### src/rtl/fifo_pkg.sv
// Shared types, defaults and the round-robin search used by the FIFO write arbiter.
package fifo_pkg;

  typedef enum logic {IDLE, BURST} state_t;

  localparam int unsigned DEFAULT_DW        = 8;
  localparam int unsigned DEFAULT_N         = 4;
  localparam int unsigned DEFAULT_MAX_BURST = 4;

  localparam int unsigned MAX_N  = 8;
  localparam int unsigned MAX_PW = 3;

  typedef struct packed {
    logic              valid;
    logic [MAX_PW-1:0] idx;
  } rr_pick_t;

  // First set bit of req searching upward from ptr, wrapping modulo n (n <= MAX_N).
  function automatic rr_pick_t rr_pick(input logic [MAX_N-1:0] req,
                                       input logic [MAX_PW-1:0] ptr,
                                       input int unsigned n);
    rr_pick_t    res;
    int unsigned idx;
    res = '0;
    for (int unsigned k = 0; k < MAX_N; k++) begin
      idx = (32'(ptr) + k) % n;
      if (k < n && !res.valid && req[idx[MAX_PW-1:0]]) begin
        res.valid = 1'b1;
        res.idx   = idx[MAX_PW-1:0];
      end
    end
    return res;
  endfunction

endpackage

### src/rtl/rr_priority_enc.sv
// Combinational round-robin search over N requests starting at the priority pointer.
module rr_priority_enc
  import fifo_pkg::*;
#(
  parameter  int unsigned N  = DEFAULT_N,
  localparam int unsigned PW = $clog2(N)
) (
  input  logic [N-1:0]  i_req,
  input  logic [PW-1:0] i_ptr,
  output logic          o_valid_c,
  output logic [PW-1:0] o_idx_c
);

  logic [MAX_N-1:0] w_req;
  rr_pick_t         w_pick;

  assign w_req     = MAX_N'(i_req);
  assign w_pick    = rr_pick(w_req, MAX_PW'(i_ptr), N);
  assign o_valid_c = w_pick.valid;
  assign o_idx_c   = PW'(w_pick.idx);

endmodule

### src/rtl/fifo_wr_arbiter.sv
// Round-robin arbiter sharing the FIFO write port among N requesters in bounded bursts.
module fifo_wr_arbiter
  import fifo_pkg::*;
#(
  parameter  int unsigned N         = DEFAULT_N,
  parameter  int unsigned DW        = DEFAULT_DW,
  parameter  int unsigned MAX_BURST = DEFAULT_MAX_BURST,
  localparam int unsigned PW        = $clog2(N)
) (
  input  logic          CLK,
  input  logic          RST,
  input  logic [N-1:0]  REQ,
  input  logic [N*DW-1:0] DIN,
  input  logic          FULL_FLAG,
  output logic [N-1:0]  GNT,
  output logic [N-1:0]  ACK,
  output logic          INC,
  output logic [DW-1:0] WDATA,
  output logic [PW-1:0] OWNER,
  output logic          BUSY
);

  localparam int unsigned CW = $clog2(MAX_BURST + 1);

  state_t        r_state;
  logic [N-1:0]  r_gnt;
  logic [PW-1:0] r_owner;
  logic [PW-1:0] r_ptr;
  logic [CW-1:0] r_cnt;

  logic          w_valid;
  logic [PW-1:0] w_idx;
  logic          w_own_req;
  logic [PW-1:0] w_next_ptr;

  rr_priority_enc #(.N(N)) u_rr (
    .i_req     (REQ),
    .i_ptr     (r_ptr),
    .o_valid_c (w_valid),
    .o_idx_c   (w_idx)
  );

  assign GNT        = r_gnt;
  assign OWNER      = r_owner;
  assign BUSY       = (r_state == BURST);
  assign ACK        = r_gnt & REQ & {N{~FULL_FLAG}};
  assign INC        = |ACK;
  assign w_own_req  = |(r_gnt & REQ);
  assign w_next_ptr = (r_owner == PW'(N - 1)) ? '0 : r_owner + PW'(1);

  // One-hot grant makes the data mux a masked OR of the requester lanes.
  always_comb begin
    WDATA = '0;
    for (int i = 0; i < int'(N); i++) begin
      if (r_gnt[i]) WDATA = WDATA | DIN[i*DW +: DW];
    end
  end

  always_ff @(posedge CLK or negedge RST) begin
    if (!RST) begin
      r_state <= IDLE;
      r_gnt   <= '0;
      r_owner <= '0;
      r_ptr   <= '0;
      r_cnt   <= '0;
    end else begin
      case (r_state)
        IDLE: begin
          if (w_valid) begin
            r_gnt   <= N'(1) << w_idx;
            r_owner <= w_idx;
            r_cnt   <= '0;
            r_state <= BURST;
          end
        end
        BURST: begin
          // Release by the owner wins over any stall; a full-count write also closes the burst.
          if (!w_own_req) begin
            r_gnt   <= '0;
            r_ptr   <= w_next_ptr;
            r_state <= IDLE;
          end else if (INC) begin
            r_cnt <= r_cnt + CW'(1);
            if (r_cnt == CW'(MAX_BURST - 1)) begin
              r_gnt   <= '0;
              r_ptr   <= w_next_ptr;
              r_state <= IDLE;
            end
          end
        end
      endcase
    end
  end

endmodule

### config.mk
export PLATFORM = sky130hd
export DESIGN_NAME = fifo_wr_arbiter
export DESIGN_NICKNAME = d
export VERILOG_FILES = /design/src/rtl/fifo_pkg.sv /design/src/rtl/rr_priority_enc.sv /design/src/rtl/fifo_wr_arbiter.sv
export SDC_FILE = /design/constraint.sdc
export NUM_CORES = 1
export LEC_CHECK = 0
export CAP_MARGIN = 5
export CORE_MARGIN = 1.5
export CORE_UTILIZATION = 30
export CTS_BUF_LIST = sky130_fd_sc_hd__clkbuf_4 sky130_fd_sc_hd__clkbuf_8 sky130_fd_sc_hd__clkbuf_16
export CTS_CLUSTER_DIAMETER = 30
export DETAILED_ROUTE_END_ITERATION = 7
export MAX_ROUTING_LAYER = met4
export PLACE_DENSITY = 0.72
export SYNTH_ARGS = -nofsm -noshare
export SYNTH_HDL_FRONTEND = slang
export SYNTH_SLANG_ARGS = --single-unit
### constraint.sdc
create_clock -name CLK -period 2 [get_ports CLK]
set_input_delay 0.4 -clock CLK [delete_from_list [all_inputs] [get_ports CLK]]
set_output_delay 0.4 -clock CLK [all_outputs]
set_load 0.02 [all_outputs]
; ---- After elaboration in Yosys (flattened, before gate mapping)
; Index checks and enable logic that the tools add are counted.
; W data, S select, Z words.
[word_totals]
latchBits = 0
word_cells = 77
n_memories = 0
out_inout_bits = 20
register_bits = 12
rom_bits = 0
mem_bits_rw = 0
[classes]
div = 0
n_lt_le_gt_ge = 4
eq_ne = 9
shifts = 1
muxes = 34
add_sub_neg = 5
reduce_logical = 12
multipliers = 0
n_bitwise = 7
[ops]
columns = cell, n
row1 = $mux W4, 8
row2 = $mux W8, 4
row3 = $or A8 B8 Y8, 3
row4 = $lt A2 B4 Y1 const B, 4
row5 = $mux W3, 3
row6 = $reduce_and A3 Y1, 3
row7 = $and A4 B4 Y4, 2
row8 = $bmux W1 S2, 4
row9 = $mux W1, 8
row10 = $mux W2, 4
row11 = $pmux W4 S2, 1
row12 = $reduce_or A4 Y1, 2
row13 = $ne A2 B1 Y1 const B, 3
row14 = $pmux W3 S2, 1
row15 = $add A2 B1 Y2 const B, 2
row16 = $add A2 B2 Y2 const B, 2
row17 = $ne A2 B2 Y1 const B, 2
row18 = $shl A1 B2 Y4 const A, 1
row19 = $add A3 B1 Y3 const B, 1
row20 = $eq A3 B2 Y1 const B, 1
row21 = $logic_and A1 B1 Y1, 3
row22 = $logic_not A1 Y1, 3
row23 = $ne A3 B2 Y1 const B, 1
row24 = $ne A3 B3 Y1 const B, 1
row25 = other kinds (4), 5

; ---- Depth between registers and ports, before layout
[depth]
word_depth = 15
depth_mapped = 6
ltp_nobuf = 6

; ---- Hierarchy
; From an unflattened synthesis, not the netlist that was laid out.
[unflattened]
cells_unflattened = 100
hier_area_um2 = 905.9
[by_module_without_submodules]
columns = module, cells_each, seq_area_each_um2, instances, area_each_um2
row1 = fifo_wr_arbiter, 85, 300.3, 1, 828.3
row2 = rr_priority_enc, 15, 0.0, 1, 77.6

; ---- Worst setup path before layout
; OpenSTA, ideal clock, no wires.
[synth_path]
path_type = register -> output
startpoint = register r_gnt[0], in the netlist GNT[0]
endpoint = output INC
arrival_ns = 1.233
setup_slack_ns = 0.367
n_path_buf = 1
path_stages_with_launch = 5
path_cell_list = dfrtp_1 > buf_2 > nand2_1 > and4_1 > nor2_1
[synth_between]
elab_chain_cells = 3
[synth_lines]
columns = item, line_no
row1 = "start, declared", fifo_wr_arbiter.sv:26  ; logic [N-1:0] r_gnt;
row2 = "start signal, assigned", fifo_wr_arbiter.sv:70  ; r_gnt <= N'(1) << w_idx;
row3 = $and A4 B4 Y4 (2 in series), fifo_wr_arbiter.sv:46  ; assign ACK = r_gnt & REQ & {N{~FULL_FLAG}};
row4 = $reduce_or A4 Y1, fifo_wr_arbiter.sv:47  ; assign INC = |ACK;
row5 = "end, declared", fifo_wr_arbiter.sv:17  ; output logic INC,
; No other way between the ends.

; ---- Worst setup path after layout
[layout_path]
startpoint = input REQ[0]
endpoint = output ACK[0]
[layout_between]
elab_chain_cells = 2
[layout_lines]
columns = item, line_no
row1 = "start, declared", fifo_wr_arbiter.sv:12  ; input logic [N-1:0] REQ,
row2 = $and A4 B4 Y4 (2 in series), fifo_wr_arbiter.sv:46
row3 = "end, declared", fifo_wr_arbiter.sv:16  ; output logic [N-1:0] ACK,
; No other way between the ends.

==> reports/metrics.yaml <==
status: "finished clean"
die_h_um: 57.0
cts_buffers: 3
rr_endpoint: "GNT[0]$_DFFE_PN0P_"
cts_hold_buf: 0
rsz0062_at_grt: "no"
grt_use_total_pct: 17.8
ys_types: 31
switchingPower_w: 0.000857
sw_frac_of_total_pct: 44.9
cts_tree: "done"
synth_simple_gate_area_share_pct: 23.1
dp_cells: 199
antenna_found_initial: 0
gp_congestion: 0.751
ys.warnings.count: 0
cts_sinks: 12
worstSetupStartpoint: "REQ[0]"
die_x_um: 57.0
critical-path-max-stage-delay_ns: 0.53
synth_compound_area_share_pct: 25.6
routed_wl_mm: 2.85
antenna_left: 0
grt_pass1_wl_mm: 4.48
final_hold_viol_count: 0
yosysTopAreaCell: "dfrtp_1"
via_count: 1072
syn-num-nets: 143
tightest_slew_ns: 0.551
dp.final_hpwl_mm: 2.31
detail_route.drc_violations: 0
clock_skew_ns: 0.00372
reg2reg_depth: 7
power_density_nw_per_um2: 1210
holdWs_ns: 0.471
via_per_inst: 5.28
yosysTopAreaCellShare_pct: 34.4
grt_max_degree: 13
leakage_nw: 0.712
coreArea_um2: 2760
grt_pass1_vias: 1020
synth-seq-cells: 12
io_pins: 59
start_util_pct: 31.7
p_int_w: 0.00105
synth_top_family_by_area: "compound AO/OA/AOI/OAI gates"
syn_inst: 101
clock_power_share_pct: 10.2
clock_latency_ns: 0.28
worstSetupEndpoint: "ACK[0]"
portBuffers: 58
async_reset_ff_share_pct: 100
overflow: 0
path_max_fanout: 4
worstSetupPathType: "in -> out"
path_clk_slew_ns: 0.08
synth_mux_area_share_pct: 7.16
setup.worst_path.start_class: "input port"
setup_viol: 0
synth_seq_area_share_pct: 34.4
dr.pass1.iters: 4
synth-edff-count: 0
cts.path.max_buffers: 2
r2r-start: "r_cnt[0]$_DFFE_PN0P_"
synth_fa_ha_area_share_pct: 4.30
final_max_slew_viol_count: 0
wl_per_cell_um: 14.1
syn-cell-area_um2: 873
cap_violations: 0
hold_class: "in -> async"
drive_gt1_share_pct: 15.7
min_period_ns: 1.95
final_nets: 215
fp-row-count: 19
synth-main-ff-cell: "dfrtp_1"
yosys-top-cells-area: "dfrtp_1 (34%), a22oi_1 (14%), nand2_1 (9.9%)"
synthXorXnorAreaFrac_pct: 0
power.share.sequential_pct: 23.6
r2r_setup_slack_ns: 0.49
fp.dieArea_um2: 3240
cpMaxStageDelayCell: "clkdlybuf4s50_1"
syn2layout_area_growth_pct: 81.2
synth.avg_cell_area_um2: 8.65
worstSetupEndpointType: "output pin"
root_buffer: "clkbuf_4"
combPwrFrac_pct: 66.2
period_share_pct: 97.3
worstPathCellList: "clkdlybuf4s50_1 -> nand2_1 -> buf_4 -> nor2_1 -> clkdlybuf4s15_1"
drtIter0Drc: 70
critPathRequiredTime_ns: 1.60
htree_levels: 1
antenna_cells: 0
stdcell_count: 203
critPathArrivalTime_ns: 1.55
ir_worst_vdd_v: 0.000828
fmax_mhz: 514
slew_headroom_pct: 63.2
[how the worst min path moves through the flow]
stage | endpoint | slack [ns]
after floorplan | BUSY$_DFF_PN0_ | 0.10
after global placement | r_cnt[0]$_DFFE_PN0P_ | 0.47
after detailed placement | r_cnt[0]$_DFFE_PN0P_ | 0.49
after CTS | r_ptr[0]$_DFFE_PN0P_ | 0.49
after global routing | r_ptr[1]$_DFFE_PN0P_ | 0.51
final | r_ptr[0]$_DFFE_PN0P_ | 0.47
[routing by layer]
layer	wire [um]	share of wire, %	GRT usage [%]
met5	0	0	-
met4	20	0.70	3.99
met3	358	13	4.99
met2	1300	46	30.2
met1	1170	41	20.9
[metrics by stage]
stage	util, %	setup WS, ns	TNS (ns)	total power, W	cell area, um^2
3_3_place_gp	56.8	-0.276	-1.04	0.00177	1570
6_report	57.4	0.0536	0	0.00191	1580
4_1_cts	57.5	0.0118	0	0.00192	1590
3_5_place_dp	56.8	-0.292	-1.20	0.00181	1570
5_1_grt	57.4	0.00489	0	0.00204	1580
2_1_floorplan	-	0.367	0	0.00120	873
[sequential cells by signal, indices dropped and copies added, names as in the netlist]
| signal | count |
|---|---|
| r_ptr | 2 |
| OWNER | 2 |
| r_cnt | 3 |
| BUSY | 1 |
| GNT | 4 |
[layout make-up]
type,instances,area [um^2]
clock buffers,4,36.3
well taps,31,38.8
inverters,4,15.0
multi-input cells,80,526
fillers,259,1170
flip-flops and latches,12,300
repair buffers,72,667
[placed cells by master (no fill, tap or decap), types with 3 or more instances in the layout]
| cell type | n |
|---|---|
| nor2_1 | 9 |
| a22oi_1 | 16 |
| clkdlybuf4s50_1 | 45 |
| dfrtp_1 | 12 |
| dlygate4sd2_1 | 11 |
| nand2_1 | 23 |
| buf_4 | 14 |
| clkbuf_4 | 3 |
| mux2i_1 | 4 |
| ha_1 | 3 |
| inv_1 | 4 |
[worst max-delay path, delay by kind of cell]
kind	cells	cell delay (ns)
simple gates	2	0.18
buf+inv	3	0.97
[power by group through the flow]
| stage | Combinational (W) | Clock (W) | Sequential (W) |
|---|---|---|---|
| 5_1_grt | 0.00137 | 0.000208 | 0.000467 |
| 4_1_cts | 0.00127 | 0.000197 | 0.000450 |
| 6_report | 0.00127 | 0.000195 | 0.000450 |
| 2_1_floorplan | 0.000704 | 0 | 0.000491 |
| 3_5_place_dp | 0.00135 | 0 | 0.000453 |
| 3_3_place_gp | 0.00132 | 0 | 0.000447 |
[cell usage after synthesis, drive strengths merged, types with 3 or more instances]
cell     n
o21ai    3
inv      4
ha       3
dfrtp   12
nor3b    3
a22oi   16
buf      4
nand2   23
mux2i    4
nand2b   3
nor2     9
[logic make-up after synthesis]
group / count (synthesis)
DFF: 12
adders and majority gates: 3
buffers and inverters: 9
muxes: 6
and+or+nand+nor: 42
AOI/OAI and AO/OA: 29
[timing repair]
action | CTS | global route
resized for setup | 14 | 2
setup endpoints to repair | 13 | 2
gates cloned | 0 | 0
buffers inserted | 0 | 0
pin swaps | 0 | 0
Power figures use the tool's default switching activity.
